File: src/rtl/pipeline_stall_ctrl.sv
// Stall, flush and PC-redirect control for a 5-stage rv32i pipeline. It tracks fetches
// that belong to a squashed path. Define STALL_PERF_EN to add saturating stall counters.
module pipeline_stall_ctrl #(
  parameter int unsigned XLEN   = 32,
  parameter int unsigned PERF_W = 32
) (
  input  logic            clk,
  input  logic            rst,
  input  logic            load_use_req,
  input  logic            imem_read,
  input  logic            imem_resp,
  input  logic            dmem_read,
  input  logic            dmem_write,
  input  logic            dmem_resp,
  input  logic            br_taken,
  input  logic [XLEN-1:0] br_target,
  output logic            pc_load,
  output logic            pc_redirect,
  output logic [XLEN-1:0] redirect_pc,
  output logic            if_id_load,
  output logic            id_ex_load,
  output logic            ex_mem_load,
  output logic            mem_wb_load,
  output logic            if_id_flush,
  output logic            id_ex_bubble
`ifdef STALL_PERF_EN
  ,
  output logic [PERF_W-1:0] perf_dmem,
  output logic [PERF_W-1:0] perf_imem,
  output logic [PERF_W-1:0] perf_lu,
  output logic [PERF_W-1:0] perf_flush
`endif
);

  localparam logic [0:0] ST_RUN     = 1'b0;
  localparam logic [0:0] ST_DISCARD = 1'b1;

  // The single action chosen this cycle, in strict priority order.
  localparam logic [2:0] ACT_IDLE       = 3'd0;
  localparam logic [2:0] ACT_FREEZE     = 3'd1;
  localparam logic [2:0] ACT_DISC_WAIT  = 3'd2;
  localparam logic [2:0] ACT_DISC_DONE  = 3'd3;
  localparam logic [2:0] ACT_BRANCH     = 3'd4;
  localparam logic [2:0] ACT_BR_DEFER   = 3'd5;
  localparam logic [2:0] ACT_LOAD_USE   = 3'd6;
  localparam logic [2:0] ACT_FETCH_WAIT = 3'd7;

  logic [0:0]      state_q, state_d;
  logic [XLEN-1:0] tgt_q, tgt_d;
  logic [2:0]      act;
  logic            dmem_busy;
  logic            imem_busy;

  assign dmem_busy = (dmem_read | dmem_write) & ~dmem_resp;
  assign imem_busy = imem_read & ~imem_resp;

  // While rst is high the outputs show the idle RUN values regardless of inputs.
  always_comb begin
    if (rst)                        act = ACT_IDLE;
    else if (dmem_busy)             act = ACT_FREEZE;
    else if (state_q == ST_DISCARD) act = imem_resp ? ACT_DISC_DONE : ACT_DISC_WAIT;
    else if (br_taken && !imem_busy) act = ACT_BRANCH;
    else if (br_taken)              act = ACT_BR_DEFER;
    else if (load_use_req)          act = ACT_LOAD_USE;
    else if (imem_busy)             act = ACT_FETCH_WAIT;
    else                            act = ACT_IDLE;
  end

  always_comb begin
    // NOTE: every output and next-state value gets a default here so that no
    // path through the case leaves a signal unassigned and infers a latch.
    pc_load      = 1'b1;
    pc_redirect  = 1'b0;
    redirect_pc  = br_target;
    if_id_load   = 1'b1;
    id_ex_load   = 1'b1;
    ex_mem_load  = 1'b1;
    mem_wb_load  = 1'b1;
    if_id_flush  = 1'b0;
    id_ex_bubble = 1'b0;
    state_d      = state_q;
    tgt_d        = tgt_q;

    case (act)
      ACT_FREEZE: begin
        pc_load     = 1'b0;
        if_id_load  = 1'b0;
        id_ex_load  = 1'b0;
        ex_mem_load = 1'b0;
        mem_wb_load = 1'b0;
      end
      ACT_DISC_WAIT: begin
        pc_load      = 1'b0;
        if_id_flush  = 1'b1;
        id_ex_bubble = 1'b1;
      end
      ACT_DISC_DONE: begin
        pc_redirect  = 1'b1;
        redirect_pc  = tgt_q;
        if_id_flush  = 1'b1;
        id_ex_bubble = 1'b1;
        state_d      = ST_RUN;
      end
      ACT_BRANCH: begin
        pc_redirect  = 1'b1;
        if_id_flush  = 1'b1;
        id_ex_bubble = 1'b1;
      end
      ACT_BR_DEFER: begin
        // The PC must not move while a fetch is outstanding; remember the target.
        pc_load      = 1'b0;
        if_id_flush  = 1'b1;
        id_ex_bubble = 1'b1;
        tgt_d        = br_target;
        state_d      = ST_DISCARD;
      end
      ACT_LOAD_USE: begin
        pc_load      = 1'b0;
        if_id_load   = 1'b0;
        id_ex_bubble = 1'b1;
      end
      ACT_FETCH_WAIT: begin
        pc_load     = 1'b0;
        if_id_flush = 1'b1;
      end
      default: begin
      end
    endcase
  end

  // NOTE: state registers use non-blocking assignments so every flop samples
  // the pre-edge value of its inputs, independent of block ordering.
  always_ff @(posedge clk or posedge rst) begin
    if (rst) begin
      state_q <= ST_RUN;
      tgt_q   <= '0;
    end else begin
      state_q <= state_d;
      tgt_q   <= tgt_d;
    end
  end

`ifdef STALL_PERF_EN
  logic [PERF_W-1:0] perf_dmem_q, perf_dmem_d;
  logic [PERF_W-1:0] perf_imem_q, perf_imem_d;
  logic [PERF_W-1:0] perf_lu_q,   perf_lu_d;
  logic [PERF_W-1:0] perf_flush_q, perf_flush_d;

  function automatic logic [PERF_W-1:0] sat_inc(input logic [PERF_W-1:0] v, input logic en);
    return (en && !(&v)) ? v + 1'b1 : v;
  endfunction

  always_comb begin
    perf_dmem_d  = sat_inc(perf_dmem_q, act == ACT_FREEZE);
    perf_imem_d  = sat_inc(perf_imem_q, (act == ACT_DISC_WAIT) || (act == ACT_DISC_DONE) ||
                                        (act == ACT_FETCH_WAIT));
    perf_lu_d    = sat_inc(perf_lu_q, act == ACT_LOAD_USE);
    perf_flush_d = sat_inc(perf_flush_q, (act == ACT_BRANCH) || (act == ACT_BR_DEFER));
  end

  always_ff @(posedge clk or posedge rst) begin
    if (rst) begin
      perf_dmem_q  <= '0;
      perf_imem_q  <= '0;
      perf_lu_q    <= '0;
      perf_flush_q <= '0;
    end else begin
      perf_dmem_q  <= perf_dmem_d;
      perf_imem_q  <= perf_imem_d;
      perf_lu_q    <= perf_lu_d;
      perf_flush_q <= perf_flush_d;
    end
  end

  assign perf_dmem  = perf_dmem_q;
  assign perf_imem  = perf_imem_q;
  assign perf_lu    = perf_lu_q;
  assign perf_flush = perf_flush_q;
`else
  if (PERF_W == 0) begin : g_no_perf
  end
`endif

endmodule

File: config.mk
export PLATFORM = sky130hd
export DESIGN_NAME = pipeline_stall_ctrl
export DESIGN_NICKNAME = d
export VERILOG_FILES = /design/src/rtl/pipeline_stall_ctrl.sv
export SDC_FILE = /design/constraint.sdc
export NUM_CORES = 1
export LEC_CHECK = 0
export ABC_AREA = 1
export CAP_MARGIN = 10
export CORE_UTILIZATION = 44
export CTS_CLUSTER_SIZE = 14
export DETAILED_ROUTE_END_ITERATION = 6
export PLACE_DENSITY_LB_ADDON = 0.3
export SYNTH_ARGS = -nofsm -noshare
export SYNTH_HDL_FRONTEND = slang
export SYNTH_SLANG_ARGS = --single-unit
File: constraint.sdc
create_clock -name clk -period 2.75 [get_ports clk]
set_clock_uncertainty 0.2 [all_clocks]
set_input_delay 0.4125 -clock clk [delete_from_list [all_inputs] [get_ports clk]]
set_output_delay 0.4125 -clock clk [all_outputs]
set_load 0.01 [all_outputs]
* Yosys cells after proc, flatten, opt, wreduce, memory -nomap -nowiden
Index checks and enable logic that the tools add are counted.
W data, S select, Z words.
** Word-level totals
- Bits of input ports :: 41
- Output and inout port bits :: 40
- Flip-flop bits (word level) :: 33
- Word-level logic and storage cells :: 38
** Operators by class
- Eq/ne operators :: 7
- Bitwise logic cells :: 5
- Reductions and logical operators :: 8
- Muxes and demuxes :: 16
** Operators by type and width (count)
- $mux W32 :: 1
- $mux W3 :: 7
- $reduce_or A5 Y1 :: 3
- $eq A3 B3 Y1 const B :: 4
- $mux W1 :: 7
- $eq A3 B2 Y1 const B :: 2
- $reduce_or A2 Y1 :: 2
- $eq A3 B1 Y1 const B :: 1
- $and A1 B1 Y1 :: 2
- $not A1 Y1 :: 2
- $pmux W1 S2 :: 1
- $reduce_bool A2 Y1 :: 1
- $logic_and A1 B1 Y1 :: 1
- $logic_not A1 Y1 :: 1
- $or A1 B1 Y1 :: 1

* Depth between registers and ports, before layout
Gate-level depths: netlist of the first run.
- Depth in word-level cells :: 12
- Gate-level depth with buffers :: 10
- Depth with buffers taken out :: 9

* Worst setup path before layout of the first run
No wires, ideal clock.
- Path kind :: input-to-output
- Start :: input port rst
- End :: output port pc_load
- Arrival :: 1.926 ns
- Data required time :: 2.138 ns
- Path buffers :: 1
- Stages :: 6
- Slack :: 0.212 ns
- Path through :: inv_1 -> nand2_1 -> a21oi_2 -> nand3_4 -> buf_6 -> o21ai_0
** On the way
- Word-level cells in the longest chain between the ends :: 4
- Elaborated cells on any way between the ends :: 8
- Classes of those cells :: eq/ne: 5; mux: 2; reduce/logical: 1
** RTL lines
- from (decl) :: line 8 : input logic rst,
- $mux W3 (*) :: line 59 : if (rst) act = ACT_IDLE;
- $eq A3 B3 Y1 (tied with other cells) :: line 84 : case (act)
- $reduce_or A5 Y1 (no source line) (*)
- $mux W1 (*) :: line 84
- to (decl) :: line 17 : output logic pc_load,
Mark *: on every way between the ends. The rest lies on a longest branch, timed or not.

* Final worst setup path of the first run
- Start :: input port load_use_req
- End :: output port redirect_pc[25]
** On the way
- Word-level cells in the longest chain between the ends :: 8
** RTL lines
- from (decl) :: line 9 : input logic load_use_req,
- $mux W3 :: line 64 : else if (load_use_req) act = ACT_LOAD_USE;
- $mux W3 :: line 63 : else if (br_taken) act = ACT_BR_DEFER;
- $mux W3 :: line 62 : else if (br_taken && !imem_busy) act = ACT_BRANCH;
- $mux W3 :: line 61 : else if (state_q == ST_DISCARD) act = imem_resp ? ACT_DISC_DONE : ACT_DISC_WAIT;
- $mux W3 :: line 60 : else if (dmem_busy) act = ACT_FREEZE;
- $mux W3 :: line 59
- $eq A3 B2 Y1 :: line 84
- $mux W32 :: line 84
- to (decl) :: line 19 : output logic [XLEN-1:0] redirect_pc,
No other way between the ends.

==> flow_summary.yaml, run 1 <==
outcome:
  status: "finished, final reports clean"
worst_setup_path:
  r2r_cells: 10
  critPathMaxFanout: 15
  required_ns: 2.14
  end_kind: "output port"
  crit_type: "input port to output port"
  rr_startpoint: "state_q"
  worstSetupStartpointType: "input port"
  r2r_slack_ns: 0.84
  r2r-end: "tgt_q[4]"
  critPathArrivalTime_ns: 2.02
layout:
  multiInputGateArea_um2: 1040
  final_nets: 426
  final_cells: 436
  ff_latch_area_um2: 826
  n_antenna_cell: 0
  drive_gt1_share_pct: 12.8
  n_fill_cell: 395
  syn_to_final_growth_pct: 46.2
sta:
  max_freq_mhz: 380
  timing_hold_violations_final: 0
  fin_tns_setup_ns: 0
  period_minus_slack_ns: 2.63
  setup_ws_ns: 0.118
  rsz0062_at_grt: "false"
  max_slew_margin_pct: 72.4
  finalSetupViolCount: 0
  tightest_slew_ns: 0.413
  maxSlewViolCount: 0
  finalCritPeriodShare_pct: 95.7
power:
  cellPowerDensity_nw_per_um2: 651
  p_switching_w: 0.000705
  combPwrFrac_pct: 40.0
  power.share.switching_pct: 36.0
  p_leak_nw: 1.69
  p_clk_share_pct: 16.5
  worst_ir_drop_vdd_uv: 340
  finalPower_w: 0.00196
  internal_power_w: 0.00126
  p_seq_share_pct: 43.5
routing:
  drtPass1Iterations: 4
  antenna_left: 0
  vias: 2131
  via_per_inst: 4.89
  wl_per_cell_um: 11.9
  drt_iter0_markers: 140
  drcViolationCount: 0
  wirelength_um: 5180
cts:
  cts_tree: "done"
  ctsHoldBuffers: 0
  numCtsBuffers: 5
  cts_num_sinks: 33
  ctsRootBufferMaster: "clkbuf_8"
  clk_pin_slew_worst_paths_ns: 0.06
  insertion_delay_ns: 0.28
  cts_buffer_depth: 2
  h-tree-depth: 2
floorplan:
  initial_utilization_pct: 46.7
  io_pins: 81
  die-area_um2: 4960
  fp.dieW_um: 70.4
  rows: 24
  coreArea_um2: 4410
  dieHeight_um: 70.4
hold_path:
  hp-class: "flop to flop"
  hold_start: "tgt_q[17]"
  hold_depth: 2
  holdPathEnd: "tgt_q[17]"
placement:
  post-dp-hpwl_um: 3790
  post-place-ws_ns: -0.217
  dp.cells: 429
  port_buffers: 80
  place_congestion: 0.776
grt:
  grt_pass1_vias: 1986
  overflow: 0
  grt_first_pass_wirelength_um: 8870
  grt_max_degree: 35
  gr-usage-all-layers_pct: 22.5
  antenna_found_initial: 0
synthesis:
  post_synth_num_cell_types: 20
  yosysSeqAreaShare_pct: 40.1
  syn_nets: 335
  synth_warnings: 0
  syn_area_per_cell_um2: 7.01
  synth_area_um2: 2060
  synthCells: 294
  synth.ff_latch_count: 33
flow_run:
  maxCapViolations: 0
-- stage by stage --
step | cell area (um2) | util, % | hold slack, ns
floorplan | 2060 | - | 0.250
global placement | 2970 | 67.3 | 0.262
detailed placement | 2970 | 67.3 | 0.266
CTS | 3010 | 68.1 | 0.284
global route | 3010 | 68.2 | 0.307
finish | 3010 | 68.2 | 0.282
-- cell type report --
class / instances / area share [%]
Inverter: 10 / 1.25
Clock buffer: 5 / 2.29
Sequential cell: 33 / 27.4
Clock inverter: 1 / 0.166
Tap cell: 52 / 2.16
Timing Repair Buffer: 101 / 32.1
Multi-Input combinational cell: 234 / 34.6
-- per-layer routing --
layer  share of wire (%)  wire length [um]  GRT usage (%)  up-vias
met5                   0                 0              0        -
met2                  49              2550           38.3       73
met4                 1.1                59           7.33        0
met3                 6.2               320           5.05        6
met1                  44              2260           27.9      958
li1                    -                 -              -     1094
-- critical path, cell delays in order --
cell and delay, ns:
clkdlybuf4s50_1 0.49, inv_1 0.06, nand2_1 0.06, nand2_1 0.08, a21oi_2 0.22, nand3_4 0.13
buf_12 0.17, nand2_1 0.06, nand2_1 0.06, dlygate4sd2_1 0.28
-- sequential cells by signal, indices dropped and copies added, names as in the netlist --
name / cells
tgt_q: 32
state_q: 1
-- logic make-up after synthesis --
logic type	count (synthesis)	synth area share, %
AOI/OAI and AO/OA	6	2.43
DFF	33	40.1
and+or+nand+nor	228	48.2
buffers and inverters	27	9.30
-- synth_stat cells --
| cell type | count | area, um2 |
|---|---|---|
| nand2_1 | 174 | 653 |
| inv_2 | 4 | 15.0 |
| buf_4 | 5 | 37.5 |
| buf_6 | 9 | 101 |
| buf_2 | 3 | 15.0 |
| a21boi_0 | 1 | 7.51 |
| nand2_2 | 2 | 12.5 |
| o21bai_4 | 1 | 18.8 |
| a21oi_2 | 1 | 8.76 |
| o21ai_0 | 3 | 15.0 |
| nor2_1 | 1 | 3.75 |
| nand3_4 | 2 | 35.0 |
| nand4_1 | 1 | 6.26 |
| nand3_1 | 38 | 190 |
| nor2_4 | 4 | 45.0 |
| inv_1 | 6 | 22.5 |
| nor2_2 | 4 | 25.0 |
| nand2_4 | 1 | 11.3 |
| nand3_2 | 1 | 10.0 |
| dfrtp_1 | 33 | 826 |
-- cells in the final DEF, fill, tap and decap left out, drive strengths merged --
master	instances
a21boi	1
a21oi	1
buf	21
clkbuf	7
clkdlybuf4s15	2
clkdlybuf4s50	35
clkinv	1
dfrtp	33
dlygate4sd2	37
dlymetal6s2s	4
inv	10
nand2	177
nand3	41
nand4	1
nor2	9
o21ai	3
o21bai	1
-- power by group through the flow --
stage / registers, W / logic [W] / clock network (W)
after floorplan: 0.000820 / 0.000492 / 0
after global placement: 0.000843 / 0.000827 / 0
after detailed placement: 0.000854 / 0.000852 / 0
after CTS: 0.000851 / 0.000794 / 0.000331
after global routing: 0.000879 / 0.000883 / 0.000350
final: 0.000852 / 0.000784 / 0.000323
-- what timing repair did --
item	4_1_cts	5_1_grt
buffers inserted	1	0
pin swaps	2	2
endpoints found under the setup margin	40	28
endpoints found under the hold margin	0	0
resized for setup	42	11
-- worst max path at each step --
stage / from / to / cells past startpoint / slack (ns)
6_report: load_use_req / redirect_pc[25] / 10 / 0.12
5_1_grt: load_use_req / redirect_pc[15] / 11 / 0.008
4_1_cts: imem_resp / pc_redirect / 10 / -0.13
3_3_place_gp: imem_resp / id_ex_bubble / 11 / -0.17
2_1_floorplan: rst / pc_load / 6 / 0.21
3_5_place_dp: dmem_write / redirect_pc[15] / 10 / -0.22
Note: power is estimated with default switching activity, not from simulation.
==> inputs of run 2 (changes only) <==
--- a/config.mk
+++ b/config.mk
@@ -5,9 +5,8 @@
 export SDC_FILE = /design/constraint.sdc
 export NUM_CORES = 1
 export LEC_CHECK = 0
-export ABC_AREA = 1
 export CAP_MARGIN = 10
-export CORE_UTILIZATION = 44
+export CORE_UTILIZATION = 42
 export CTS_CLUSTER_SIZE = 14
 export DETAILED_ROUTE_END_ITERATION = 6
 export PLACE_DENSITY_LB_ADDON = 0.3
==> flow_summary.yaml, run 2 <==
power:
  combPwrFrac_pct: 26.3
  p_switching_w: 0.000359
  p_seq_share_pct: 48.5
  cellPowerDensity_nw_per_um2: 512
  power.share.switching_pct: 25.4
  worst_ir_drop_vdd_uv: 337
  p_leak_nw: 1.22
  finalPower_w: 0.00142
  p_clk_share_pct: 25.3
  internal_power_w: 0.00106
synthesis:
  synth_warnings: 0
  synth_flop_cell: "dfrtp_1"
  syn_area_per_cell_um2: 14.3
  yosysMostFrequentCell: "mux2_2"
  post_synth_num_cell_types: 20
  synth.ff_latch_count: 33
  synth_area_leaders: "dfrtp_1, mux2_2, buf_6"
  yosysTopAreaCellShare_pct: 45.9
  synthCells: 126
  syn_nets: 167
  synth_edf_count: 0
  yosysTopAreaCell: "dfrtp_1"
  synth_area_um2: 1800
  synthArstFlopShare_pct: 100
  yosysSeqAreaShare_pct: 45.9
  netlist_top_cells_count: "mux2_2, dfrtp_1, buf_6"
floorplan:
  rows: 23
  io_pins: 81
  die-area_um2: 4550
  dieHeight_um: 67.5
  initial_utilization_pct: 44.3
  coreArea_um2: 4060
  fp.dieW_um: 67.5
routing:
  drtPass1Iterations: 4
  wirelength_um: 4560
  wl_per_cell_um: 16.9
  antenna_left: 0
  via_per_inst: 5.07
  drcViolationCount: 0
  vias: 1370
  drt_iter0_markers: 38
layout:
  top_register: "tgt_q"
  largest_reg_flops: 32
  syn_to_final_growth_pct: 53.5
  n_antenna_cell: 0
  most-common-layout-cells: "mux2_2, clkdlybuf4s50_1, dfrtp_1, buf_2, dlygate4sd2_1"
  final_nets: 261
  drive_gt1_share_pct: 50.9
  finalInstanceArea_um2: 2760
  largestRegisters: "tgt_q: 32 flops, state_q: 1 flops"
  fin_util_pct: 68.1
  final_common_cell: "mux2_2"
cts:
  cts_num_sinks: 33
  ctsHoldBuffers: 0
  cts_buffer_depth: 2
  h-tree-depth: 2
  clk_pin_slew_worst_paths_ns: 0.06
  ctsRootBufferMaster: "clkbuf_8"
  insertion_delay_ns: 0.28
  numCtsBuffers: 5
  cts_tree: "done"
grt:
  antenna_found_initial: 0
  overflow: 0
  grt_pass1_vias: 1506
  grt_max_degree: 34
  grt_first_pass_wirelength_um: 7210
  gr-usage-all-layers_pct: 22.2
worst_setup_path:
  worst_path_largest_cell_delay_ns: 0.46
  cpMaxStageDelayCell: "clkdlybuf4s50_1"
  path_delay_family: "buffers and inverters"
  worstSetupStartpointType: "input port"
  crit_chain: "clkdlybuf4s50_1 > o21ba_4 > nor3_4 > buf_6 > buf_8 > buf_8 > mux2_2 > buf_2"
  crit_type: "input port to output port"
  critPathArrivalTime_ns: 2.08
  critPathBufInv: 5
  critPathMaxFanout: 7
  end_kind: "output port"
  cp_common_cell: "buf_8"
  required_ns: 2.14
placement:
  dpl_cell_area_um2: 2650
  place_congestion: 0.703
  port_buffers: 80
  post-dp-hpwl_um: 3140
  post-place-ws_ns: -0.294
sta:
  max_slew_margin_pct: 72.1
  max_freq_mhz: 372
  finalSetupViolCount: 0
  setup_ws_ns: 0.0605
  finalCritPeriodShare_pct: 97.8
  timing_hold_violations_final: 0
  tightest_slew_ns: 0.419
  maxSlewViolCount: 0
  period_minus_slack_ns: 2.69
outcome:
  status: "finished, final reports clean"
flow_run:
  maxCapViolations: 0
hold_path:
  hp-class: "flop to flop"
## run 2: cell types whose count changed after synthesis, moves of 3 or more
cell     delta
nand3_1    -38
mux2_1      +4
buf_2       -3
nor2_4      -4
inv_1       -5
mux2_2     +60
buf_6       -3
nand2_1   -172
inv_2       -4
buf_4       -3
nor2_2      -4
## run 2: final timing paths
kind	start	end	slack [ns]	cells after the start
worst max-delay path	dmem_resp	redirect_pc[10]	0.06	8
worst min-delay path	tgt_q[5]	tgt_q[5]	0.30	1
worst max register to register	state_q	tgt_q[25]	0.90	4
worst min register to register	tgt_q[5]	tgt_q[5]	0.30	1
max in group asynchronous	rst	tgt_q[16]	1.41	4
min in group asynchronous	rst	tgt_q[20]	0.64	4
## run 2: layer usage
| metal | GRT usage, % | up-vias | routed length (um) |
|---|---|---|---|
| li1 | - | 644 | - |
| met1 | 25.5 | 670 | 1810 |
| met2 | 39.1 | 49 | 2420 |
| met3 | 5.07 | 7 | 239 |
| met4 | 9.57 | 0 | 88 |
| met5 | 0 | - | 0 |
## run 2: cells by family after synthesis
logic type | synth area share (%)
multiplexers | 40.1
AND/OR/NAND/NOR | 6.40
AO/OA/AOI/OAI | 2.85
flip-flops | 45.9
buffers and inverters | 4.80
## run 2: power by group through the flow
stage | sequential, W | clock [W] | combinational [W]
6_report | 0.000686 | 0.000358 | 0.000372
3_5_place_dp | 0.000692 | 0 | 0.000387
5_1_grt | 0.000703 | 0.000389 | 0.000405
4_1_cts | 0.000685 | 0.000368 | 0.000381
2_1_floorplan | 0.000667 | 0 | 0.000218
3_3_place_gp | 0.000681 | 0 | 0.000370
## run 2: stage by stage
step	hold WS, ns	setup TNS [ns]	instances
after floorplan	0.252	0	126
after global placement	0.263	-5.66	256
after detailed placement	0.287	-7.40	256
after CTS	0.302	-0.131	271
after global routing	0.323	-0.00603	270
final	0.298	0	270
## run 2: timing repair
item,CTS,global route
cloned,3,0
pin swaps,1,0
buffers inserted,5,0
setup endpoints to repair,35,23
resized for setup,111,12
## run 2: layout make-up
class	count	area, um2
well taps	50	62.6
multi-input cells	84	897
fillers	304	1290
inverters	1	3.75
flip-flops and latches	33	826
repair buffers	95	887
clock buffers	7	86.3
